--- config.mk ---
export PLATFORM = sky130hd
export DESIGN_NAME = fp_argmax
export DESIGN_NICKNAME = d
export VERILOG_FILES = /design/src/rtl/fp_argmax.sv
export SDC_FILE = /design/constraint.sdc
export NUM_CORES = 1
export LEC_CHECK = 0
export CAP_MARGIN = 10
export CORE_ASPECT_RATIO = 1.1
export CORE_UTILIZATION = 49
export CTS_CLUSTER_SIZE = 20
export DETAILED_ROUTE_END_ITERATION = 8
export PLACE_DENSITY_LB_ADDON = 0.1
export SYNTH_ARGS = -nofsm -noshare
export SYNTH_HDL_FRONTEND = slang
export SYNTH_SLANG_ARGS = --single-unit
--- constraint.sdc ---
create_clock -name input_clk -period 2.6 [get_ports input_clk]
set_input_delay 0.52 -clock input_clk [delete_from_list [all_inputs] [get_ports input_clk]]
set_output_delay 0.52 -clock input_clk [all_outputs]
set_load 0.02 [all_outputs]
--- src/rtl/fp_argmax.sv ---
// fp_argmax: streaming IEEE-style float argmax/argmin over a valid/ready vector stream.
module fp_argmax #(
  parameter int EXP_W   = 8,
  parameter int MAN_W   = 23,
  parameter int VEC_LEN = 10,
  parameter int IDX_W   = 4,
  parameter bit MODE    = 1'b0
) (
  input  logic                     input_clk,
  input  logic                     input_rst_n,
  input  logic                     input_valid,
  output logic                     output_ready,
  input  logic [EXP_W+MAN_W:0]     input_data,
  input  logic                     input_last,
  output logic                     output_valid,
  input  logic                     input_ready,
  output logic [IDX_W-1:0]         output_index,
  output logic [EXP_W+MAN_W:0]     output_value,
  output logic                     output_all_nan,
  output logic                     output_len_error
);
  localparam int W = 1 + EXP_W + MAN_W;
  localparam logic [W-1:0] QNAN = {1'b0, {EXP_W{1'b1}}, 1'b1, {(MAN_W-1){1'b0}}};
  localparam logic [IDX_W-1:0] CNT_MAX = IDX_W'(VEC_LEN - 1);

  typedef enum logic {ACC, HOLD} state_t;
  state_t state, nxt;

  logic             en, have_best, acc, vend, is_nan, upd, nb_have, at_max;
  logic [IDX_W-1:0] cnt, best_idx, nb_idx;
  logic [W-1:0]     best_val, nb_val;

  // Signed zeros collapse to +0 so -0 and +0 compare equal.
  function automatic logic gt(input logic [W-1:0] a, input logic [W-1:0] b);
    logic sa, sb;
    sa = a[W-1] && (a[W-2:0] != '0);
    sb = b[W-1] && (b[W-2:0] != '0);
    if (sa != sb) return sb;
    return sa ? (a[W-2:0] < b[W-2:0]) : (a[W-2:0] > b[W-2:0]);
  endfunction

  assign output_ready = (state == ACC) && input_rst_n && en;
  assign output_valid = (state == HOLD);
  assign acc          = input_valid && output_ready;
  assign at_max       = (cnt == CNT_MAX);
  assign vend         = acc && (input_last || at_max);
  assign is_nan       = (&input_data[W-2:MAN_W]) && (|input_data[MAN_W-1:0]);
  assign upd          = acc && !is_nan &&
                        (!have_best || (MODE ? gt(best_val, input_data) : gt(input_data, best_val)));
  assign nb_have      = have_best || upd;
  assign nb_val       = upd ? input_data : best_val;
  assign nb_idx       = upd ? cnt : best_idx;

  always_comb begin
    nxt = state;
    if (state == ACC) nxt = vend ? HOLD : ACC;
    else nxt = input_ready ? ACC : HOLD;
  end

  always_ff @(posedge input_clk or negedge input_rst_n) begin
    if (!input_rst_n) state <= ACC;
    else state <= nxt;
  end

  always_ff @(posedge input_clk or negedge input_rst_n) begin
    if (!input_rst_n) begin
      en               <= 1'b0;
      cnt              <= '0;
      have_best        <= 1'b0;
      best_val         <= '0;
      best_idx         <= '0;
      output_index     <= '0;
      output_value     <= '0;
      output_all_nan   <= 1'b0;
      output_len_error <= 1'b0;
    end else begin
      en <= 1'b1;
      if (vend) begin
        cnt              <= '0;
        have_best        <= 1'b0;
        output_index     <= nb_have ? nb_idx : '0;
        output_value     <= nb_have ? nb_val : QNAN;
        output_all_nan   <= !nb_have;
        output_len_error <= !(input_last && at_max);
      end else if (acc) begin
        cnt       <= cnt + 1'b1;
        have_best <= nb_have;
        best_val  <= nb_val;
        best_idx  <= nb_idx;
      end else if (output_valid && input_ready) begin
        output_all_nan   <= 1'b0;
        output_len_error <= 1'b0;
      end
    end
  end
endmodule

==> results.py, run 1 <==
metrics = {
    "outcome": {
        "failed_checks": "setup timing",
        "status": "finished, violations left",
    },
    "yosys": {
        "ys_async_sr_fraction_pct": 100,
        "synth_common_cells": "81 x dfrtp_1, 41 x nand3_1, 39 x a21oi_1",
        "synth_edf_count": 0,
        "seq_area_frac_synth_pct": 42.7,
        "synthMostInstantiatedCell": "dfrtp_1",
        "synth.net_count": 548,
        "synth_top_area_cell": "dfrtp_1",
        "ys_top_cells_by_area": "dfrtp_1 43%, ha_1 8.7%, mux2_4 6.3%, a221o_1 5.7%, nand3_1 4.3%",
        "avgSynthCellArea_sq_um": 9.93,
        "ys_warn_count": 0,
        "netlist_area_sq_um": 4750,
        "synth_top_area_share_pct": 42.7,
        "syn-instance-count": 478,
        "synth_cell_types": 40,
        "ys_ff_latch": 81,
        "yosys_most_used_dff": "dfrtp_1",
    },
    "clock_tree": {
        "worst_skew_pair.late_latency_ns": 0.37,
        "clkTransAtPathRegs_ns": 0.10,
        "cts_buffers": 9,
        "cts-root-buf": "clkbuf_8",
        "cts_tree": "done",
        "htree_levels": 3,
        "clk_path_buf_depth": 2,
        "cts_num_sinks": 81,
        "cts-hold-fix-buffers": 0,
    },
    "placement": {
        "port_buffers": 76,
        "dpl_cell_area_sq_um": 6480,
        "hpwl_um": 9720,
        "gp_congestion": 0.814,
    },
    "routing": {
        "routed_wl_um": 15800,
        "drtIter0Drc": 235,
        "ant_nets": 0,
        "vias_per_cell": 6.12,
        "drc": 0,
        "dr.pass1.iters": 5,
        "vias": 4730,
        "wire_per_inst_um": 20.4,
    },
    "grt": {
        "use_met1_pct": 41.1,
        "grt_pass1_vias": 4781,
        "grt_use_total_pct": 31.7,
        "grtUsageMet3_pct": 5.34,
        "grt_use_met2_pct": 51.0,
        "grt-ovfl-total": 0,
        "antenna_found_initial": 0,
        "grt_max_degree": 82,
        "grt_pass1_wl_um": 24300,
        "grt-busiest-layer": "met2",
    },
    "power_and_ir_drop": {
        "powerDensity_nw_per_um2": 588,
        "finalPower_mw": 4.35,
        "p_leak_nw": 3.23,
        "peakVddDrop_v": 0.000316,
    },
    "timing": {
        "slew_headroom_pct": 30.9,
        "finalSetupViolations": 66,
        "setup_slack_ns": -0.232,
        "fmax_mhz": 353,
        "period_minus_slack_ns": 2.83,
        "finalMaxSlewViolations": 0,
        "rsz0062_at_grt": "true",
        "period_share_pct": 109,
        "finalSetupTns_ns": -10.42,
        "clock-skew-final_ns": 0.0152,
        "hold_viol": 0,
        "tightest_slew_ns": 1.04,
    },
    "floorplan": {
        "die_w_um": 95.8,
        "rows": 37,
        "initial_core_util_pct": 50.5,
        "core_area_sq_um": 9400,
        "ios": 77,
        "die_y_um": 105,
        "design.die.area_sq_um": 10100,
    },
    "critical_path": {
        "critPathKind": "input port to register",
        "worst_ep_required_time_ns": 2.85,
        "worst_setup_path_end_kind": "register",
        "critPathMaxFanout": 9,
        "worst_setup_path_start_kind": "input port",
        "cp.arrival_ns": 3.09,
    },
    "min_path": {
        "hold_class": "input port to async pin",
    },
    "layout": {
        "fin_area_sq_um": 7390,
        "syn2layout_area_growth_pct": 55.7,
        "n_antenna_cell": 0,
        "fin_nets": 721,
        "drive_above_1_share_pct": 43.8,
        "n_fill_cell": 583,
    },
    "flow_run": {
        "cap_violations": 0,
    },
}
==> logic make-up after synthesis <==
kind of cell,count (synthesis),synth area share (%)
AOI/OAI and AO/OA,111,15.7
adders and majority gates,33,8.70
buffers and inverters,66,5.88
DFF,81,42.7
muxes,36,10.1
other,1,0.0790
and+or+nand+nor,150,16.8
==> state kept, by name, indices dropped and copies added (netlist names) <==
| name | count |
|---|---|
| output_index | 4 |
| output_len_error | 1 |
| best_val | 32 |
| output_all_nan | 1 |
| have_best | 1 |
| en | 1 |
| output_value | 32 |
| output_valid | 1 |
| cnt | 4 |
| best_idx | 4 |
==> placed cells by master (no fill, tap or decap), drive strengths merged, types with 12 or more instances in the layout <==
| cell type | n |
|---|---|
| dfrtp | 81 |
| nor2 | 16 |
| o21ai | 23 |
| nand3 | 41 |
| a21oi | 39 |
| clkdlybuf4s15 | 15 |
| a221o | 27 |
| clkbuf | 16 |
| nor4 | 16 |
| inv | 42 |
| and3 | 27 |
| buf | 125 |
| clkdlybuf4s50 | 44 |
| nand2 | 22 |
| mux2 | 36 |
| nand4 | 12 |
| ha | 33 |
==> metal layers <==
metal | up-vias | routed length, um
met2 | 185 | 7730
met1 | 2358 | 6510
met5 | - | 0
li1 | 2133 | -
met4 | 0 | 629
met3 | 54 | 913
==> critical path, cell delays in order <==
cell     delay (ns)
buf_4          0.14
nor4_4         0.32
nand4_1        0.24
o311a_4        0.44
and2_4         0.14
a221o_1        0.40
nor3_4         0.24
buf_6          0.16
buf_12         0.14
mux2_2         0.33
==> what timing repair did <==
action                     in CTS  in global routing
cloned                          7                  2
setup endpoints to repair      72                 72
resized for setup             148                 75
pin swaps                      27                 37
setup buffers                  23                  9
==> area by class of cell <==
cell class | instances | area (sq um) | share of cell area, %
sequential | 81 | 2030 | 27.4
inverter | 36 | 135 | 1.83
tap | 117 | 146 | 1.98
multi-input combinational | 331 | 3070 | 41.6
clock buffer | 9 | 124 | 1.68
timing repair buffer | 192 | 1820 | 24.6
clock inverter | 7 | 67.6 | 0.914
==> path summary, 6_finish.rpt <==
path | start | end | slack (ns) | depth (start not counted)
setup / recovery | input_data[17] | best_val[31] | -0.23 | 10
hold / removal | input_rst_n | output_all_nan | 0.40 | 2
setup reg to reg | best_val[6] | best_val[31] | -0.18 | 12
hold reg to reg | best_idx[3] | best_idx[3] | 0.51 | 1
max in group asynchronous | input_rst_n | best_val[14] | 1.52 | 2
min in group input_clk | input_data[17] | best_val[17] | 0.45 | 2
==> power breakdown <==
part	switching [mW]	internal, mW	leakage, nW
clock	0.545	0.377	0.0966
sequential	0.154	1.47	1.08
combinational	0.919	0.878	2.06
total	1.62	2.73	3.23
==> stage by stage <==
| stage | hold WS, ns | setup WS [ns] | utilization (%) | instances |
|---|---|---|---|---|
| 6_report | 0.398 | -0.232 | 78.6 | 773 |
| 5_1_grt | 0.432 | -0.296 | 78.6 | 773 |
| 4_1_cts | 0.451 | -0.229 | 76.6 | 770 |
| 3_5_place_dp | 0.488 | -0.855 | 68.9 | 725 |
| 3_3_place_gp | 0.484 | -0.786 | 68.9 | 725 |
| 2_1_floorplan | 0.224 | -0.164 | - | 478 |
Power figures use the tool's default switching activity.
==> run 2, diff against run 1 <==
==> constraint.sdc (replaced) <==
create_clock -name input_clk -period 2.6 [get_ports input_clk]
set_input_delay 0.39 -clock input_clk [delete_from_list [all_inputs] [get_ports input_clk]]
set_output_delay 0.39 -clock input_clk [all_outputs]
set_load 0.02 [all_outputs]
==> run 2 against run 1 <==
Net effect:
- the flow still finishes with violations (setup timing)
- critical path depth grew 1
- clock power increased by 8.1%
- via count fell by 2.9%
- count of clock-buffer cells in the layout rose by 2
- worst setup slack better by 0.039 ns
- sequential power is essentially flat
- total power fell by 0.70%
- sequential share of layout area rose by 1.4 points
- routed wire length down 3.5%
- global-route usage is 2.3 points lower
==> results.py, run 2 (synthesis results as in run 1) <==
metrics = {
    "timing": {
        "period_minus_slack_ns": 2.79,
        "setup_slack_ns": -0.192,
        "finalMaxSlewViolations": 0,
        "rsz0062_at_grt": "true",
        "clock-skew-final_ns": 0.0157,
        "slew_headroom_pct": 53.8,
        "tightest_slew_ns": 0.693,
        "period_share_pct": 107,
        "finalSetupTns_ns": -9.59,
        "finalSetupViolations": 69,
        "fmax_mhz": 358,
        "hold_viol": 0,
    },
    "critical_path": {
        "reg2reg_slack_ns": -0.19,
        "r2r-end": "best_val[11]",
        "r2r-start": "best_val[5]",
        "worst_setup_path_start_kind": "register",
        "r2r_cells": 11,
        "critical_path.cell_chain": "inv_1 -> ha_1 -> nand4_1 -> a21oi_1 -> o31ai_2 -> nand2_1 -> a221o_1 -> nor3_4 -> buf_6 -> clkbuf_16 -> mux2_4",
        "critPathMaxFanout": 9,
        "worst_ep_required_time_ns": 2.84,
        "cp_slowest_cell": "a221o_1",
        "critPathMaxStageDelay_ns": 0.39,
        "cp.arrival_ns": 3.03,
        "worst_setup_path_end_kind": "register",
        "critPathKind": "register to register",
    },
    "outcome": {
        "status": "finished, violations left",
        "failed_checks": "setup timing",
    },
    "floorplan": {
        "initial_core_util_pct": 50.5,
        "die_y_um": 105,
        "rows": 37,
        "core_area_sq_um": 9400,
        "ios": 77,
        "design.die.area_sq_um": 10100,
        "die_w_um": 95.8,
    },
    "layout": {
        "final_common_cell": "buf_4",
        "syn2layout_area_growth_pct": 48.3,
        "register_area_sq_um": 2030,
        "multiInputGateArea_sq_um": 2880,
        "drive_above_1_share_pct": 34.0,
        "largestRegisters": "best_val: 32 flops, output_value: 32 flops",
        "fin_nets": 704,
        "n_fill_cell": 646,
        "n_antenna_cell": 0,
        "layout_common_cells": "85 x buf_4, 81 x dfrtp_1, 44 x clkdlybuf4s50_1",
    },
    "clock_tree": {
        "clk_path_buf_depth": 2,
        "worst_skew_pair.late_latency_ns": 0.37,
        "cts_num_sinks": 81,
        "cts_tree": "done",
        "cts-root-buf": "clkbuf_8",
        "htree_levels": 3,
        "cts_buffers": 9,
        "clkTransAtPathRegs_ns": 0.09,
    },
    "power_and_ir_drop": {
        "pwr-share-seq_pct": 37.6,
        "p_leak_nw": 3.15,
        "power.internal_mw": 2.80,
        "powerDensity_nw_per_um2": 613,
        "switching_share_pct": 35.2,
        "peakVddDrop_v": 0.000450,
        "clock_power_share_pct": 23.1,
        "combinationalPowerShare_pct": 39.3,
        "p_switching_mw": 1.52,
    },
    "routing": {
        "routed_wl_um": 15200,
        "vias_per_cell": 6.07,
        "drtIter0Drc": 301,
        "vias": 4592,
        "drc": 0,
        "dr.pass1.iters": 5,
        "ant_nets": 0,
        "wire_per_inst_um": 20.2,
    },
    "grt": {
        "grt-ovfl-total": 0,
        "grt_pass1_vias": 4400,
        "grt_pass1_wl_um": 22700,
        "grt_max_degree": 54,
        "grt_use_total_pct": 29.4,
        "antenna_found_initial": 0,
    },
    "placement": {
        "preCtsSetupSlack_ns": -0.733,
        "gp_congestion": 0.882,
        "hpwl_um": 9870,
        "port_buffers": 76,
    },
    "min_path": {
        "hold_class": "input port to async pin",
    },
    "flow_run": {
        "cap_violations": 0,
    },
}
[run 2: cell types whose count changed in the layout (fill, tap and decap cells not counted), sizes merged]
cell | previous run | this run
clkdlybuf4s15 | 15 | 10
inv | 42 | 36
clkbuf | 16 | 13
clkinv | 0 | 3
dlygate4sd2 | 1 | 21
buf | 125 | 98
bufinv | 0 | 1
[run 2: repair_timing]
action | CTS | global route
resized for setup | 85 | 35
pin swaps | 27 | 14
hold buffers | 0 | 0
buffers inserted | 9 | 6
endpoints found under the setup margin | 72 | 72
cloned | 2 | 2
[run 2: worst max-delay path by stage]
stage	startpoint	endpoint	slack [ns]	depth (start not counted)
after detailed placement	input_data[17]	best_val[3]	-0.73	9
final	best_val[5]	best_val[11]	-0.19	11
after CTS	best_val[10]	best_val[28]	-0.11	12
after floorplan	best_val[4]	best_idx[0]	-0.06	11
after global placement	input_data[17]	best_val[3]	-0.66	9
after global routing	best_val[5]	best_val[11]	-0.36	11
[run 2: per-layer routing]
layer / vias to the layer above / routed length, um / GRT usage, %
met5: - / 0 / 0
met4: 0 / 496 / 13.2
met3: 42 / 766 / 3.90
met2: 196 / 7560 / 47.0
met1: 2254 / 6420 / 39.2
li1: 2100 / - / -
[run 2: stage by stage]
step | utilization, % | total power, mW | hold slack (ns) | instance area (sq um) | cells
6_report | 74.9 | 4.32 | 0.0558 | 7040 | 756
3_3_place_gp | 67.4 | 3.15 | 0.457 | 6330 | 725
2_1_floorplan | - | 2.40 | 0.0944 | 4860 | 478
5_1_grt | 74.9 | 4.53 | 0.0862 | 7040 | 756
4_1_cts | 72.5 | 4.23 | 0.0685 | 6820 | 751
3_5_place_dp | 67.4 | 3.19 | 0.461 | 6330 | 725
[run 2: area by class of cell]
type,count,area share (%)
multi-input cells,331,40.9
flip-flops and latches,81,28.8
repair buffers,175,23.2
clock buffers,11,2.15
well taps,117,2.08
inverters,36,1.92
clock inverters,5,0.906
[run 2: worst max-delay path, delay by kind of cell (launching register included)]
family / cells / cell delay, ns
fa+ha+maj: 1 / 0.28
flops: 1 / 0.36
mux: 1 / 0.30
buf+inv: 3 / 0.38
compound gates: 3 / 0.77
simple gates: 3 / 0.58
[run 2: power by group through the flow]
stage	clock network [mW]	logic, mW	registers, mW
floorplan	0	0.603	1.79
global placement	0	1.52	1.63
detailed placement	0	1.55	1.64
CTS	1.00	1.61	1.62
global route	1.06	1.83	1.64
finish	0.997	1.70	1.62
==> run 3, diff against run 2 <==
- CAP_MARGIN: 10 -> 15
- CORE_UTILIZATION: 49 -> 54
- clock period: 2.6 -> 3.1 ns (I/O delays scaled with it)
==> run 3 against run 2 <==
Net effect:
- critical path type is now input port to register
- count of clock-buffer cells in the layout unchanged
- combinational power decreased by 29%
- non-clock buffer count shrank 34
- the flow now finishes without violations
- critical path depth up 2
==> results.py, run 3 (synthesis results as in run 1) <==
metrics = {
    "critical_path": {
        "critPathLaunch": "input_data[29]",
        "worst_setup_path_start_kind": "input port",
        "critPathMaxFanout": 8,
        "r2r-end": "best_val[20]",
        "r2r_cells": 13,
        "worst_setup_path_end_kind": "register",
        "worst_ep_required_time_ns": 3.36,
        "cp.arrival_ns": 3.33,
        "r2r-start": "best_val[30]",
        "critPathKind": "input port to register",
        "reg2reg_slack_ns": 0.16,
    },
    "placement": {
        "gp_congestion": 0.962,
        "port_buffers": 76,
        "hpwl_um": 9200,
    },
    "clock_tree": {
        "cts_num_sinks": 81,
        "cts_buffers": 9,
        "clk_path_buf_depth": 2,
        "clkTransAtPathRegs_ns": 0.09,
        "cts-hold-fix-buffers": 0,
        "cts_tree": "done",
        "htree_levels": 3,
        "cts-root-buf": "clkbuf_8",
        "worst_skew_pair.late_latency_ns": 0.36,
    },
    "layout": {
        "layout_common_cells": "81 x dfrtp_1, 71 x clkdlybuf4s50_1, 59 x buf_4",
        "multiInputGateArea_sq_um": 2550,
        "post-route-util_pct": 75.9,
        "final_common_cell": "dfrtp_1",
        "syn2layout_area_growth_pct": 35.2,
        "n_antenna_cell": 0,
        "register_area_sq_um": 2030,
        "n_fill_cell": 583,
        "fin_nets": 670,
        "largestRegisters": "best_val: 32 flops, output_value: 32 flops",
        "drive_above_1_share_pct": 22.1,
    },
    "grt": {
        "grt_use_total_pct": 30.3,
        "grt_pass1_wl_um": 21800,
        "antenna_found_initial": 0,
        "grt-ovfl-total": 0,
        "grt_pass1_vias": 4289,
        "grt_max_degree": 51,
    },
    "power_and_ir_drop": {
        "finalPower_mw": 3.46,
        "peakVddDrop_v": 0.000314,
        "p_leak_nw": 2.91,
        "powerDensity_nw_per_um2": 539,
    },
    "floorplan": {
        "design.die.area_sq_um": 9170,
        "rows": 35,
        "ios": 77,
        "die_y_um": 100,
        "initial_core_util_pct": 56.2,
        "die_w_um": 91.4,
        "core_area_sq_um": 8450,
    },
    "routing": {
        "drtIter0Drc": 210,
        "routed_wl_um": 13400,
        "drc": 0,
        "dr.pass1.iters": 4,
        "ant_nets": 0,
        "vias": 4295,
        "vias_per_cell": 6.00,
        "wire_per_inst_um": 18.7,
    },
    "flow_run": {
        "cap_violations": 0,
    },
    "timing": {
        "hold_viol": 0,
        "slew_headroom_pct": 57.2,
        "tightest_slew_ns": 0.642,
        "finalMaxSlewViolations": 0,
        "period_share_pct": 99.0,
        "period_minus_slack_ns": 3.07,
        "fmax_mhz": 326,
        "clock-skew-final_ns": 0.00956,
        "finalSetupViolations": 0,
        "timing.hold.ws_ns": 0.154,
    },
    "min_path": {
        "hold_class": "input port to async pin",
    },
    "outcome": {
        "status": "completed",
    },
}
-- run 3: final cells by class --
cell class / instances / share of cell area (%)
clock inverters: 5 / 1.23
repair buffers: 141 / 21.0
well taps: 111 / 2.16
clock buffers: 11 / 2.20
flip-flops and latches: 81 / 31.6
multi-input cells: 331 / 39.8
inverters: 36 / 2.11
-- run 3: stage by stage --
step	area (sq um)	cells	setup TNS, ns	setup WS (ns)
after detailed placement	6010	695	-22.33	-0.380
final	6420	716	0	0.0297
after CTS	6240	711	0	0.0272
after global placement	6010	695	-16.90	-0.305
after floorplan	4750	478	0	0.140
after global routing	6420	716	-0.898	-0.0573
-- run 3: report_power, final --
part           total [mW]  internal, mW  switching, mW
Clock               0.879         0.475          0.404
Sequential           1.38          1.23          0.145
Combinational        1.20         0.576          0.623
-- run 3: worst max path at each step --
stage	to	slack, ns	cells past startpoint
2_1_floorplan	best_idx[0]	0.14	10
4_1_cts	best_val[31]	0.03	9
6_report	best_val[20]	0.03	13
3_5_place_dp	output_value[16]	-0.38	12
5_1_grt	best_val[19]	-0.06	13
3_3_place_gp	best_val[3]	-0.31	10
-- run 3: critical path, cell delays in order --
cell             delay, ns
clkdlybuf4s50_1       0.49
ha_4                  0.32
nand4_1               0.15
buf_4                 0.19
nor4_4                0.28
buf_4                 0.17
nand2b_1              0.06
a21oi_2               0.18
a211oi_4              0.09
nor3_4                0.28
buf_12                0.16
clkbuf_16             0.16
mux2_2                0.33
-- run 3: what timing repair did --
action	4_1_cts	5_1_grt
setup buffers	0	3
pin swaps	0	10
gates cloned	0	2
resized for setup	3	19
endpoints found under the setup margin	19	72
-- run 3: routing by layer --
metal	share of wire, %	global-route usage (%)
met1	44	41.1
met2	48	49.7
met3	5.0	3.56
met4	2.6	12.6
met5	0	0
==> variant 1: new RTL, flow settings as in run 2 <==
Change the parameter `IDX_W` from 4 to 2.
--- a/src/rtl/fp_argmax.sv
+++ b/src/rtl/fp_argmax.sv
@@ -4,5 +4,5 @@
   parameter int MAN_W   = 23,
   parameter int VEC_LEN = 10,
-  parameter int IDX_W   = 4,
+  parameter int IDX_W   = 2,
   parameter bit MODE    = 1'b0
 ) (
Ports: changed (resized output_index); port bits go from 77 to 75. The function was not compared with the original's and may differ.
==> variant 1 against run 2 <==
Global-route usage grew 0.90 points; maximum frequency down 3.6%; sequential share of layout area decreased by 1.6 points; total power is 5.2% lower; wire length increased by 0.41%; setup slack worse by 0.10 ns; core utilization grew 5.8 points; synthesized area is 7.3% lower; highest routed layer unchanged; sequential cell count down 6; final area down 2.1%; clock skew shrank 0.0015 ns; the flow still finishes with violations (negative setup slack); register-to-register slack got worse by 0.09 ns; critical path depth fell by 1.
==> variant 1: results (changes against run 2) <==
status = finished with violations
failing checks = negative setup slack
CP arrival = 3.15 ns (+0.12 ns)
DR vias = 4,567 (-0.54%)
CP endpoint = best_val[5]
CP Max Fanout = 7 (-2)
Fillers = 516 (-20%)
Final WS setup = -0.296 ns (-0.104 ns)
Tot GR Track Use = 30.3% (+0.90 points)
Distinct cells, synth = 36 (-10%)
Setup Skew = 0.0143 ns (-0.00146 ns)
Synth Area in Compound Gates = 14.5% (-1.2 points)
Worst R2R Setup Slack = -0.28 ns (-0.09 ns)
final wirelength = 15.3 mm (+0.41%)
Final HPWL DP = 9.27 mm (-6.0%)
worst rel slew slack = 51.7% (-2.1 points)
multiplexer share of the synthesized area = 8.70% (-1.4 points)
syn_nets = 509 (-7.1%)
GP Congestion = 0.914 (+3.6%)
number of port buffers = 74 (-2.6%)
setup violators final = 68 (-1.4%)
met2 usage = 50.5% (+3.4 points)
routing usage on met1 = 38.7% (-0.51 points)
switching share of power = 33.7% (-1.4 points)
ANT cells = 0 (unchanged)
CP Launch Point = input_data[14]
largest net degree at the start of global routing = 54 (unchanged)
Final #Nets = 692 (-1.7%)
setup TNS = -16.12 ns (-6.53 ns)
First DRT Iteration DRCs = 345 (+15%)
met3 Usage GRT = 4.35% (+0.46 points)
synth cell count leaders = 75 x dfrtp_1, 39 x nand2_1, 39 x nor4_1
Adder-Cell Fraction of Synth Area = 9.10% (+0.40 points)
Combinational Power Share = 39.1% (-0.2 points)
R2R Path Start = best_val[25]
clock power share = 25.0% (+1.9 points)
post-CTS resize count = 60 (-29%)
dominant cells by area after synthesis = dfrtp_1 43%, ha_1 9.1%, mux2_2 8.2%
routed wl met3 = 920 um (+20%)
Leak = 3.00 nW (-4.7%)
met1 wire length = 6.06 mm (-5.5%)
Max IR drop VDD = 505 uV (+12%)
vias in the first global route = 4,245 (-3.5%)
internal power = 2.71 mW (-3.2%)
Place WS = -0.866 ns (-0.133 ns)
ratio of cells with drive above 1 in the final layout = 37.3% (+3.4 points)
met2 wire len = 7.56 mm (about the same)
==> variant 1: layout make-up <==
cell class | instances | area, sq um | share of cell area [%]
clock inverters | 5 | 77.6 | 1.13
inverters | 36 | 135 | 1.96
flip-flops and latches | 75 | 1880 | 27.2
repair buffers | 203 | 1860 | 27.0
multi-input cells | 298 | 2670 | 38.7
well taps | 111 | 139 | 2.01
clock buffers | 10 | 138 | 2.00
==> variant 1: stage by stage <==
step / instance area [sq um] / hold WS, ns / std cells
6_report: 6890 / 0.0401 / 738
3_3_place_gp: 6010 / 0.429 / 697
5_1_grt: 6890 / 0.0653 / 738
3_5_place_dp: 6010 / 0.436 / 697
4_1_cts: 6440 / 0.0458 / 722
2_1_floorplan: 4450 / 0.0944 / 440
==> variant 1: critical path, stage by stage <==
cell,delay (ns)
dlygate4sd2_1,0.36
nor4_4,0.33
nand4_1,0.25
o311a_1,0.39
and2_1,0.14
a221o_1,0.40
nor3_4,0.22
buf_4,0.17
buf_8,0.15
mux2_2,0.34
==> variant 2: new RTL, config.mk and constraints of run 2 <==
Without the edit above. Put one more register stage on the output `output_len_error`, cleared by the reset. The value now appears one clock later. The other outputs are not delayed to match.
--- a/src/rtl/fp_argmax.sv
+++ b/src/rtl/fp_argmax.sv
@@ -25,4 +25,6 @@
 
   typedef enum logic {ACC, HOLD} state_t;
+
+  logic output_len_error_s0;
   state_t state, nxt;
 
@@ -73,5 +75,5 @@
       output_value     <= '0;
       output_all_nan   <= 1'b0;
-      output_len_error <= 1'b0;
+      output_len_error_s0 <= 1'b0;
     end else begin
       en <= 1'b1;
@@ -82,5 +84,5 @@
         output_value     <= nb_have ? nb_val : QNAN;
         output_all_nan   <= !nb_have;
-        output_len_error <= !(input_last && at_max);
+        output_len_error_s0 <= !(input_last && at_max);
       end else if (acc) begin
         cnt       <= cnt + 1'b1;
@@ -90,8 +92,16 @@
       end else if (output_valid && input_ready) begin
         output_all_nan   <= 1'b0;
-        output_len_error <= 1'b0;
+        output_len_error_s0 <= 1'b0;
       end
     end
   end
+  always_ff @(posedge input_clk or negedge input_rst_n) begin
+    if (!input_rst_n) begin
+      output_len_error <= '0;
+    end else begin
+      output_len_error <= output_len_error_s0;
+    end
+  end
+
 endmodule
 
Function: changed (a bounded check fails within 4 cycles, from zero or initial values and one cycle with input_rst_n low).
==> variant 2 against run 2 <==
The run still ends with negative setup slack left; synthesized cell count is 0.21% higher; wire length is 8.2% higher; via count is 2.3% higher; combinational power rose by 8%; critical endpoint is now best_val[29]; sequential cell count is 1 higher; synthesized area is 0.53% higher; setup slack got worse by 0.16 ns; final area rose by 4.2%; total power grew 3.2%; sequential share of layout area shrank 0.82 points; count of clock-buffer cells in the layout shrank 1.
==> variant 2: results (changes against run 2) <==
status = finished with violations
failing checks = negative setup slack
biggest regs = best_val (32), output_value (32)
Max IR drop VDD = 384 uV (-15%)
yosys warns = 0 (unchanged)
Wirelength per Cell = 21.5 um (+6.5%)
CTS Root Cell = clkbuf_8
average size of a mapped cell = 9.96 sq um (+0.32%)
share of the synthesized area in the top cell type = 43.0% (+0.30 points)
reg2reg end = best_val[29]
Setup Skew = 0.0110 ns (-0.00474 ns)
met3 Usage GRT = 5.48% (+1.6 points)
met2 wire len = 8.28 mm (+9.5%)
dominant cells by area after synthesis = dfrtp_1 43%, ha_1 8.7%, mux2_4 6.3%
vias in the first global route = 4,530 (+3.0%)
worst-margin pin slew = 1.08 ns (+0.383 ns)
met1 wire length = 6.63 mm (+3.3%)
CP Max Fanout = 5 (-4)
ratio of cells with drive above 1 in the final layout = 38.6% (+4.6 points)
path depth of the worst reg2reg path = 11 (unchanged)
Worst path slowest cell = a221o_1
routing usage on met1 = 40.5% (+1.2 points)
Largest delay share family, worst path = compound AO/OA/AOI/OAI gates
clock latency on the worst-skew pair = 0.38 ns
Top Metal Used = met4
Final HPWL DP = 9.80 mm (-0.70%)
Tot GR Track Use = 30.4% (+1.0 points)
setup violators final = 72 (+4.3%)
Min Hold Slack = 0.296 ns (+0.240 ns)
CTS Buf Count = 9 (unchanged)
syn_nets = 549 (+0.18%)
met2 usage = 48.5% (+1.5 points)
kind of critical path = register to register
Seq/Total Area, Yosys = 43.0% (+0.30 points)
routed wl met3 = 1.04 mm (+36%)
Primary FF master, synth = dfrtp_1
cts hold-fix bufs = 0 (unchanged)
GP Congestion = 0.910 (+3.2%)
final wirelength = 16.5 mm (+8.2%)
Critical Path Max Stage Delay = 0.45 ns (+0.06 ns)
drt first pass iters = 5 (unchanged)
CP arrival = 3.22 ns (+0.19 ns)
number of port buffers = 76 (unchanged)
Final WS setup = -0.349 ns (-0.157 ns)
Inst Count DP = 720 (-0.69%)
vias per cell = 6.12 (+0.71%)
synth cell count leaders = 82 x dfrtp_1, 41 x nand3_1, 39 x a21oi_1
largest net degree at the start of global routing = 83 (+54%)
R2R Path Start = best_val[24]
first-pass GRT wire length = 23.3 mm (+3.0%)
Distinct cells, synth = 40 (unchanged)
maximum buffer depth of the clock tree = 2 (unchanged)
Post-synth ARST share = 100% (unchanged)
Leak = 3.27 nW (+3.7%)
First DRT Iteration DRCs = 329 (+9.3%)
[variant 2: area by class of cell]
| cell class | instances | area (sq um) |
|---|---|---|
| repair buffers | 187 | 1800 |
| inverters | 36 | 135 |
| multi-input cells | 331 | 3010 |
| clock inverters | 5 | 55.1 |
| fillers | 605 | 2060 |
| well taps | 117 | 146 |
| flip-flops and latches | 82 | 2050 |
| clock buffers | 10 | 138 |
[variant 2: cell families (layout without fill, tap and decap cells)]
family / Yosys count / after routing / synth area share, %
AO/OA/AOI/OAI: 111 / 111 / 15.6
adder cells (fa/ha/maj): 33 / 33 / 8.65
buffers and inverters: 66 / 238 / 5.85
flip-flops: 82 / 82 / 43.0
multiplexers: 36 / 36 / 10.1
other: 1 / 1 / 0.0786
AND/OR/NAND/NOR: 150 / 150 / 16.7
[variant 2: worst max-delay path by stage]
stage | end | depth (start not counted)
finish | best_val[29] | 11
global route | best_val[29] | 13
CTS | best_val[19] | 11
detailed placement | best_val[3] | 9
global placement | best_val[3] | 10
floorplan | best_idx[0] | 11
[variant 2: metrics by stage]
stage	setup slack (ns)	TNS [ns]	total power, mW	instance area (sq um)
floorplan	-0.0603	-1.76	2.42	4890
global placement	-0.687	-44.55	3.16	6310
detailed placement	-0.774	-51.26	3.21	6310
CTS	-0.120	-4.87	4.21	6750
global route	-0.357	-20.64	4.66	7340
finish	-0.349	-19.06	4.45	7340
[variant 2: where the power goes]
group          total, mW  internal [mW]  switching [mW]
Combinational       1.84          0.896           0.939
Clock              0.967          0.461           0.505
Sequential          1.65           1.49           0.155
[variant 2: what timing repair did]
action,CTS,global route
pin swaps,28,33
setup buffers,14,15
endpoints found under the setup margin,72,72
gates resized for setup,64,95
cloned,1,6
